### config.mk
export PLATFORM = sky130hd
export DESIGN_NAME = alu_share_ctrl
export DESIGN_NICKNAME = d
export VERILOG_FILES = /design/src/rtl/alu_share_ctrl.sv
export SDC_FILE = /design/constraint.sdc
export NUM_CORES = 1
export LEC_CHECK = 0
export CORE_MARGIN = 10
export CORE_UTILIZATION = 36
export CTS_CLUSTER_DIAMETER = 60
export DETAILED_ROUTE_END_ITERATION = 8
export GPL_TIMING_DRIVEN = 0
export PLACE_DENSITY = 0.76
export RECOVER_POWER = 25
export SYNTH_ARGS = -nofsm -noshare
export SYNTH_HDL_FRONTEND = slang
export SYNTH_SLANG_ARGS = --single-unit
export TNS_END_PERCENT = 5
### constraint.sdc
create_clock -name clk -period 1.5 [get_ports clk]
set_input_delay 0.225 -clock clk [delete_from_list [all_inputs] [get_ports clk]]
set_output_delay 0.225 -clock clk [all_outputs]
set_load 0.02 [all_outputs]
### src/rtl/alu_share_ctrl.sv
`default_nettype none
// +--------------------------------------------------------------------------+
// | alu_share_ctrl : two-port arbiter/sequencer sharing one execute ALU       |
// | Rev 1.0                                                                   |
// +--------------------------------------------------------------------------+
module alu_share_ctrl #(
  parameter int DW        = 32,
  parameter int CMD_W     = 4,
  parameter int PRIO_INIT = 0
) (
  input  logic                 clk,
  input  logic                 rst,
  input  logic [1:0]           req_valid,
  output logic [1:0]           req_ready,
  input  logic [2*DW-1:0]      req_a,
  input  logic [2*DW-1:0]      req_b,
  input  logic [2*CMD_W-1:0]   req_cmd,
  input  logic [1:0]           req_s,
  output logic [DW-1:0]        alu_a,
  output logic [DW-1:0]        alu_b,
  output logic [CMD_W-1:0]     alu_cmd,
  output logic                 alu_cin,
  input  logic [DW-1:0]        alu_res,
  input  logic [3:0]           alu_sr,
  output logic [1:0]           rsp_valid,
  input  logic [1:0]           rsp_ready,
  output logic [DW-1:0]        rsp_res,
  output logic [3:0]           rsp_sr,
  output logic [3:0]           sr_q
);

  localparam logic [1:0] ST_IDLE  = 2'd0;
  localparam logic [1:0] ST_ISSUE = 2'd1;
  localparam logic [1:0] ST_RESP  = 2'd2;

  // Commands whose carry/overflow outputs are architecturally meaningful.
  localparam logic [CMD_W-1:0] CMD_CV_LO = CMD_W'(2);
  localparam logic [CMD_W-1:0] CMD_CV_HI = CMD_W'(5);

  localparam logic PRIO_RST = 1'(PRIO_INIT);

  logic [1:0]       state_q;
  logic             prio_q;
  logic             gnt_q;
  logic             s_q;

  logic             grant_any;
  logic             grant_sel;
  logic [DW-1:0]    sel_a;
  logic [DW-1:0]    sel_b;
  logic [CMD_W-1:0] sel_cmd;
  logic             sel_s;
  logic             cv_update;
  logic             rsp_fire;

  always_comb begin
    grant_any = 1'b0;
    grant_sel = prio_q;
    if (req_valid[prio_q]) begin
      grant_any = 1'b1;
      grant_sel = prio_q;
    end else if (req_valid[~prio_q]) begin
      grant_any = 1'b1;
      grant_sel = ~prio_q;
    end
  end

  assign sel_a   = grant_sel ? req_a[DW +: DW]          : req_a[0 +: DW];
  assign sel_b   = grant_sel ? req_b[DW +: DW]          : req_b[0 +: DW];
  assign sel_cmd = grant_sel ? req_cmd[CMD_W +: CMD_W]  : req_cmd[0 +: CMD_W];
  assign sel_s   = grant_sel ? req_s[1]                 : req_s[0];

  assign req_ready = (state_q == ST_IDLE && grant_any) ? {grant_sel, ~grant_sel} : 2'b00;
  assign rsp_valid = (state_q == ST_RESP) ? {gnt_q, ~gnt_q} : 2'b00;
  assign rsp_fire  = (state_q == ST_RESP) && rsp_ready[gnt_q];

  assign cv_update = (alu_cmd >= CMD_CV_LO) && (alu_cmd <= CMD_CV_HI);
  assign alu_cin   = sr_q[1];

  always_ff @(posedge clk) begin
    if (!rst) begin
      state_q <= ST_IDLE;
      prio_q  <= PRIO_RST;
      gnt_q   <= 1'b0;
      s_q     <= 1'b0;
      alu_a   <= '0;
      alu_b   <= '0;
      alu_cmd <= '0;
      rsp_res <= '0;
      rsp_sr  <= '0;
      sr_q    <= '0;
    end else begin
      case (state_q)
        ST_IDLE: begin
          if (grant_any) begin
            alu_a   <= sel_a;
            alu_b   <= sel_b;
            alu_cmd <= sel_cmd;
            s_q     <= sel_s;
            gnt_q   <= grant_sel;
            state_q <= ST_ISSUE;
          end
        end
        ST_ISSUE: begin
          rsp_res <= alu_res;
          rsp_sr  <= alu_sr;
          if (s_q) begin
            sr_q[3:2] <= alu_sr[3:2];
            if (cv_update) begin
              sr_q[1:0] <= alu_sr[1:0];
            end
          end
          state_q <= ST_RESP;
        end
        ST_RESP: begin
          // The served port yields priority so the other side wins next time.
          if (rsp_fire) begin
            prio_q  <= ~gnt_q;
            state_q <= ST_IDLE;
          end
        end
        default: begin
          state_q <= ST_IDLE;
        end
      endcase
    end
  end

endmodule
`default_nettype wire
# Word-level counts from Yosys, hierarchy flattened
# Index checks and enable logic that the tools add are counted.
# word_totals
reg_bits	113
input_bits	180
output_inout_bits	113
word_cells	51
# op_classes
magnitude_cmp	5
eq_ne	4
n_mux	19
bitwise	3
n_reduce_logical	9
# ops
op	count
$mux W32	2
$mux W1	11
$mux W2	4
$reduce_and A2 Y1	4
$lt A1 B2 Y1 const B	3
$pmux W2 S3	1
$ge A4 B2 Y1 const B	1
$le A4 B3 Y1 const B	1
$mux W4	1
$ne A2 B2 Y1 const B	2
$logic_and A1 B1 Y1	3
$not A1 Y1	3
$reduce_and A3 Y1	1
$eq A2 B1 Y1 const B	1
$eq A2 B2 Y1 const B	1
$logic_not A2 Y1	1

# Logic depth before layout (Yosys ltp)
# Gate-level depths: netlist of run 1.
# logic_depth
word_depth	7
depth_mapped	7
depth_no_buf	3

# Worst setup path before layout of run 1
# No wires, ideal clock.
# synth_timing
path_kind	input to output
start	input port req_valid[1]
end	output port req_ready[0]
arrival_ns	1.297
t_required_ns	1.275
setup_slack_ns	-0.022
path_stages	5
path_cell_list	buf_2 inv_1 clkbuf_1 maj3_1 nor2b_1
# synth_between
elab_chain_cells	6
word_cells_on_any_way	11
classes_between	mux (9); bitwise (1); reduce/logical (1)
# synth_rtl
element	line_no	rtl
from (decl)	13	input logic [1:0] req_valid,
$mux W1 (implied by the code) (2 in series)	62	end else if (req_valid[~prio_q]) begin
$mux W1	62	
$mux W1	59	if (req_valid[prio_q]) begin
$logic_and A1 B1 Y1 or $not A1 Y1 (tied branches)	73	assign req_ready = (state_q == ST_IDLE && grant_any) ? {grant_sel, ~grant_sel} : 2'b00;
$mux W2 *	73	
to (decl)	14	output logic [1:0] req_ready,
# Mark *: on every way between the ends. The rest lies on a longest branch, timed or not. The select of a mux whose other input is x is not followed.

# Final worst setup path of run 1
# layout_timing
start	register prio_q
end	register alu_a[9]
# layout_between
elab_chain_cells	5
word_cells_on_any_way	11
classes_between	mux (9); bitwise (1); reduce/logical (1)
# layout_rtl
element	line_no	rtl
from (decl)	43	logic prio_q;
from (signal assigned)	118	prio_q <= ~gnt_q;
$mux W1 (implied by the code) (2 in series)	62	
$mux W1	62	
$mux W1	59	
$mux W32 or $reduce_and A2 Y1 (tied branches)	n/a	
to (signal assigned)	96	alu_a <= sel_a;
to (decl)	19	output logic [DW-1:0] alu_a,
# Several ways; a longest one is shown, not always the timed one. The select of a mux whose other input is x is not followed.
# A chain may end at the register's enable or synchronous reset.

==> results of run 1 <==
## final timing paths
check                     end  slack, ns  cells past startpoint         from
setup reg to reg     alu_a[9]      -0.26                      5       prio_q
setup / recovery     alu_a[9]      -0.26                      5       prio_q
hold / removal    rsp_res[26]       0.36                      3  alu_res[26]
hold reg to reg   rsp_res[31]       0.45                      2  rsp_res[31]
## through the flow
step / hold WS (ns) / total power, uW / setup slack [ns] / area [um2]
floorplan: 0.343 / 5100 / -0.0186 / 5520
global placement: 0.441 / 6660 / -0.955 / 8660
detailed placement: 0.445 / 6670 / -0.948 / 8660
CTS: 0.342 / 10700 / -0.221 / 9630
global route: 0.352 / 12100 / -0.382 / 11100
finish: 0.356 / 11700 / -0.261 / 11100
## kinds of logic after synthesis
logic type	count (synthesis)	share of synthesized area, %
multiplexers	1	0.181
flip-flops	113	41.0
buffers and inverters	100	8.11
XOR/XNOR	2	0.317
adder cells (fa/ha/maj)	1	0.181
AND/OR/NAND/NOR	164	15.2
AO/OA/AOI/OAI	255	35.0
## flip-flops by register name, indices dropped and copies added, names as in the netlist, 2 cells and up
signal	cells
alu_cmd	4
sr_q	4
alu_a	32
rsp_sr	4
alu_b	32
rsp_res	32
state_q	2
## cells in the mapped netlist, types with 2 or more instances
cell type and count:
sky130_fd_sc_hd__a2111oi_0 118, sky130_fd_sc_hd__a21oi_1 113, sky130_fd_sc_hd__dfxtp_1 113, sky130_fd_sc_hd__nand2_1 75, sky130_fd_sc_hd__clkbuf_1 70, sky130_fd_sc_hd__nor4_1 69
sky130_fd_sc_hd__a2111oi_2 18, sky130_fd_sc_hd__buf_2 13, sky130_fd_sc_hd__clkbuf_2 6, sky130_fd_sc_hd__nand3_1 4, sky130_fd_sc_hd__nor2b_1 4, sky130_fd_sc_hd__buf_6 3
sky130_fd_sc_hd__nor2_1 3, sky130_fd_sc_hd__buf_8 2, sky130_fd_sc_hd__inv_1 2, sky130_fd_sc_hd__nand3b_1 2, sky130_fd_sc_hd__o21ai_0 2
## cells in the final DEF (no fill, tap or decap), types with 3 or more instances in the layout
master,count
sky130_fd_sc_hd__clkdlybuf4s50_1,176
sky130_fd_sc_hd__a21oi_1,113
sky130_fd_sc_hd__dfxtp_1,110
sky130_fd_sc_hd__dlygate4sd2_1,108
sky130_fd_sc_hd__a2111oi_4,78
sky130_fd_sc_hd__nand2_1,74
sky130_fd_sc_hd__nor4_1,63
sky130_fd_sc_hd__a2111oi_2,46
sky130_fd_sc_hd__clkbuf_1,42
sky130_fd_sc_hd__clkbuf_2,23
sky130_fd_sc_hd__clkbuf_16,21
sky130_fd_sc_hd__buf_2,13
sky130_fd_sc_hd__buf_6,10
sky130_fd_sc_hd__buf_4,9
sky130_fd_sc_hd__a2111oi_1,8
sky130_fd_sc_hd__nor4_2,6
sky130_fd_sc_hd__a2111oi_0,6
sky130_fd_sc_hd__clkbuf_4,5
sky130_fd_sc_hd__clkbuf_8,5
sky130_fd_sc_hd__buf_12,4
sky130_fd_sc_hd__nand3_1,4
sky130_fd_sc_hd__diode_2,3
sky130_fd_sc_hd__clkinv_2,3
## power by group through the flow
stage | clock (uW) | sequential, uW | combinational, uW
2_1_floorplan | 0 | 3930 | 1170
3_3_place_gp | 0 | 3580 | 3080
3_5_place_dp | 0 | 3590 | 3080
4_1_cts | 3910 | 3520 | 3250
5_1_grt | 4070 | 3570 | 4430
6_report | 3910 | 3540 | 4240
## area by class of cell
class	count	area, um2
well taps	188	235
plain buffers	95	601
flip-flops and latches	113	2270
clock buffers	25	505
inverters	4	23.8
fillers	1018	3980
multi-input cells	423	4510
repair buffers	300	2910
clock inverters	5	52.6
diodes	3	7.51
## worst register-to-register path: stages, from the launching register on
cell and delay (ns):
sky130_fd_sc_hd__dfxtp_4 0.36, sky130_fd_sc_hd__clkinv_4 0.06, sky130_fd_sc_hd__buf_4 0.18, sky130_fd_sc_hd__buf_2 0.44
sky130_fd_sc_hd__a2111oi_4 0.15, sky130_fd_sc_hd__nor4_1 0.44
## routing by layer
metal | routed length [um] | GRT usage, % | share of wire (%)
met1 | 11000 | 26.6 | 36
met5 | 13 | 0 | 0.042
met3 | 3760 | 12.5 | 12
met4 | 1140 | 8.97 | 3.7
met2 | 14800 | 41.7 | 48
## timing repair
| item | in CTS | in global routing |
|---|---|---|
| buffers inserted | 5 | 0 |
| pin swaps | 17 | 59 |
| setup endpoints to repair | 226 | 104 |
| gates resized for setup | 282 | 264 |
| gates cloned | 1 | 4 |
==> results.cfg, run 1 <==
[outcome]
outcome = finished with violations
failed_checks = negative setup slack

[flow_run]
cap_violations = 0

[yosys]
synthesis_stage_register_bit_count = 113
postSynthCellCount = 636
postSynthAreaPerCell_um2 = 8.68
synth_area_leader_cell = sky130_fd_sc_hd__dfxtp_1
synth_top_cells_by_area = sky130_fd_sc_hd__dfxtp_1, sky130_fd_sc_hd__a2111oi_0, sky130_fd_sc_hd__a21oi_1
synth_seq_area_share_pct = 41.0
synth.lib_cells_used.distinct = 36
ys.flop_type = sky130_fd_sc_hd__dfxtp_1
synthesis.area_um2 = 5520
yosysWarnings = 0
area_share_of_the_largest_cell_type_after_synthesis_pct = 41.0
synth_edf_count = 0
ys_async_sr_fraction_pct = 0
postSynthNetCount = 816

[layout]
layout.cells.non_filler = 1156
fin_nets = 1134
finalCoreUtilization_pct = 73.6
post_route_cells_drive_above_1_share_pct = 25.2
syn_to_final_growth_pct = 101

[worst_setup_path]
slowest_delay_ns = 0.44
crit_path_cell_trace = clkinv_4 > buf_4 > buf_2 > a2111oi_4 > nor4_1
crit_fanout = 10
crit_required_ns = 1.79
critPathSlowestCell = sky130_fd_sc_hd__buf_2
worstSetupStartpointType = flop
setup.worst_path.end_class = flop
critical-path-top-delay-family = buffers and inverters
worstSetupPathType = flop to flop
critical_path_buf_inv_count = 3
cp_data_arrival_time_ns = 2.05

[placed_design]
place.detailed.instances = 1114
gp_congestion = 0.871
portBuffers = 290
place_hpwl_um = 19300

[grt]
antenna_violations_before_repair = 4
globalRouteTotalUtil_pct = 25.0
globalRoute.totalOverflow = 0
grt_pass1_wl_um = 40400
vias_in_the_first_global_route = 7038
grt_max_degree = 17

[die]
die_height_um = 144
design.die.area_um2 = 20700
std_cell_rows = 45
starting_density_of_the_core_pct = 36.6
coreArea_um2 = 15100
io-pin-count = 293
die_x_um = 144

[pwr]
p_sw_share_pct = 35.6
seq_power_share_pct = 30.3
power.density_cell_area_nw_per_um2 = 1050
combPwrFrac_pct = 36.3
power.clock.fraction_pct = 33.5
p_int_uw = 7530
static-leakage-power_uw = 0.00375
vdd_ir_drop_max_mv = 0.836
switchingPower_uw = 4160

[timing]
post-route-period-util_pct = 117
max_freq_mhz = 568
setup_repair_after_global_routing_missed_its_margin = true
tns_ns = -9.58
hold_viol = 0
final.setup.worst_slack_ns = -0.261
setup_viol_count_final = 76
worst_slew_pin_slew_ns = 1.26
timing.final.crit_period_ns = 1.76
finClkSkew_ns = 0.0146
number_of_slew_limit_violations_in_the_final_report = 0
slew_headroom_pct = 16.0

[routing]
avgViaCountPerCell = 6.26
routed-via-count = 7241
detail_route.drc_violations = 0
final_routed_wirelength_um = 30700
detail_route.wl_per_cell_um = 26.6
route.antenna.remaining_nets = 0
detail_route.first_pass.iterations = 6
drt_first_iter_violations = 553

[clock_network]
cts_root_buffer = sky130_fd_sc_hd__clkbuf_16
hold_buffers = 0
cts.sink_count = 113
clock_tree.buffer_depth = 2
cts_tree = done
clock_tree.htree_level_count = 4
tritoncts.num_buffers = 17
clkSlewWorstSetupHoldPaths_ns = 0.06
clkLatencyLatePin_ns = 0.43

[hold_path]
worst_min_delay_path_category = input pin to flop
Note: power is estimated with default switching activity, not from simulation.
==> inputs of run 2 (changes only) <==
--- a/config.mk
+++ b/config.mk
@@ -6,11 +6,12 @@
 export NUM_CORES = 1
 export LEC_CHECK = 0
 export CORE_MARGIN = 10
-export CORE_UTILIZATION = 36
+export CORE_UTILIZATION = 37
+export CTS_BUF_LIST = sky130_fd_sc_hd__clkbuf_4
 export CTS_CLUSTER_DIAMETER = 60
 export DETAILED_ROUTE_END_ITERATION = 8
 export GPL_TIMING_DRIVEN = 0
-export PLACE_DENSITY = 0.76
+export PLACE_DENSITY = 0.77
 export RECOVER_POWER = 25
 export SYNTH_ARGS = -nofsm -noshare
 export SYNTH_HDL_FRONTEND = slang
==> results.cfg, run 2 (synthesis results as in run 1) <==
[outcome]
outcome = finished with violations
failed_checks = negative setup slack

[timing]
holdWs_ns = 0.193
post-route-period-util_pct = 123
setup_repair_after_global_routing_missed_its_margin = true
worst_slew_pin_slew_ns = 1.20
hold_viol = 0
final.setup.worst_slack_ns = -0.347
slew_headroom_pct = 19.9
number_of_slew_limit_violations_in_the_final_report = 0
max_freq_mhz = 542
setup_viol_count_final = 71
finClkSkew_ns = 0.0228
timing.final.crit_period_ns = 1.85

[die]
coreArea_um2 = 14600
die_x_um = 142
die_height_um = 142
design.die.area_um2 = 20200
starting_density_of_the_core_pct = 37.8
io-pin-count = 293
std_cell_rows = 44

[clock_network]
cts.sink_count = 113
clkLatencyLatePin_ns = 0.58
clkSlewWorstSetupHoldPaths_ns = 0.11
clock_tree.htree_level_count = 4
tritoncts.num_buffers = 17
cts_root_buffer = sky130_fd_sc_hd__clkbuf_4
clock_tree.buffer_depth = 2
cts_tree = done

[layout]
layout.cells.non_filler = 1160
biggestRegsByFlops = alu_a (32), alu_b (32), rsp_res (32)
syn_to_final_growth_pct = 86.3
final_area_um2 = 10300
fin_nets = 1141
mostFrequentLayoutCell = sky130_fd_sc_hd__clkdlybuf4s50_1
finalCoreUtilization_pct = 70.5
fillers = 1072
post_route_cells_drive_above_1_share_pct = 25.3
leading_cell_types_in_the_layout_fill_and_taps_excluded = sky130_fd_sc_hd__clkdlybuf4s50_1, sky130_fd_sc_hd__a21oi_1, sky130_fd_sc_hd__dfxtp_1

[worst_setup_path]
worst_r2r_path_depth = 6
crit_required_ns = 1.27
worst_reg2reg_setup_slack_ns = -0.29
worstSetupPathType = flop to output port
slowest_delay_ns = 0.42
crit_path_cell_trace = clkinv_8 > maj3_2 > nor2b_4 > buf_6
critPathSlowestCell = sky130_fd_sc_hd__dfxtp_4
crit_fanout = 3
setup.worst_path.end_class = output port
cp_data_arrival_time_ns = 1.62
worstSetupStartpointType = flop

[routing]
drt_first_iter_violations = 415
detail_route.wl_per_cell_um = 24.8
detail_route.first_pass.iterations = 5
routed-via-count = 7115
detail_route.drc_violations = 0
final_routed_wirelength_um = 28800
avgViaCountPerCell = 6.13
route.antenna.remaining_nets = 0

[placed_design]
gp_congestion = 0.849
placedInstanceArea_um2 = 8660
place.detailed.instances = 1110
place_hpwl_um = 19200
portBuffers = 290

[pwr]
vdd_ir_drop_max_mv = 0.638
power.density_cell_area_nw_per_um2 = 966
static-leakage-power_uw = 0.00328
report.power.total_uw = 9930

[grt]
grt_max_degree = 17
vias_in_the_first_global_route = 7093
globalRoute.totalOverflow = 0
grt_pass1_wl_um = 40700
globalRouteTotalUtil_pct = 25.6
antenna_violations_before_repair = 3

[flow_run]
cap_violations = 0

[hold_path]
worst_min_delay_path_category = input pin to flop
hold-path-cell-count = 3
==> run 2: area by class of cell <==
class,count,area [um2],area share (%)
Antenna cell,2,5.00,0.0487
Buffer,94,597,5.80
Clock buffer,17,128,1.24
Clock inverter,15,169,1.64
Inverter,4,27.5,0.268
Multi-Input combinational cell,423,3900,37.9
Sequential cell,113,2280,22.1
Tap cell,184,230,2.24
Timing Repair Buffer,308,2950,28.7
==> run 2: report_power, final <==
part           switching (uW)  leakage, uW  internal (uW)
Clock                    1320     0.000147           1140
Sequential                217     0.000936           3330
Combinational            2240      0.00220           1700
Total                    3780      0.00328           6160
==> run 2: stage by stage <==
| stage | setup TNS [ns] | worst slack, ns |
|---|---|---|
| detailed placement | -58.09 | -0.934 |
| global route | -12.72 | -0.408 |
| floorplan | -0.316 | -0.0186 |
| global placement | -57.83 | -0.987 |
| CTS | -11.75 | -0.363 |
| finish | -7.84 | -0.347 |
==> run 2: worst paths after layout <==
path / startpoint / to
setup / recovery: prio_q / req_ready[0]
hold reg to reg: rsp_res[4] / rsp_res[4]
setup reg to reg: state_q[0] / alu_a[6]
hold / removal: alu_res[22] / rsp_res[22]
==> run 2: repair_timing <==
action | 4_1_cts | 5_1_grt
setup buffers | 8 | 5
cloned | 5 | 0
hold buffers | 0 | 0
resized for setup | 366 | 263
pin swaps | 48 | 26
endpoints found under the setup margin | 209 | 179
==> run 2: critical path: cells and delay by family, from the launching register on <==
kind	cells	cell delay, ns
fa+ha+maj	1	0.31
flops	1	0.42
simple gates	1	0.13
buf+inv	2	0.19
==> run 2: per-layer routing <==
| metal | vias up | GRT usage, % | share of wire, % |
|---|---|---|---|
| li1 | 3215 | - | - |
| met1 | 3376 | 27.1 | 36 |
| met2 | 438 | 41.9 | 48 |
| met3 | 84 | 12.2 | 12 |
| met4 | 2 | 12.9 | 4.4 |
| met5 | - | 0 | 0.045 |
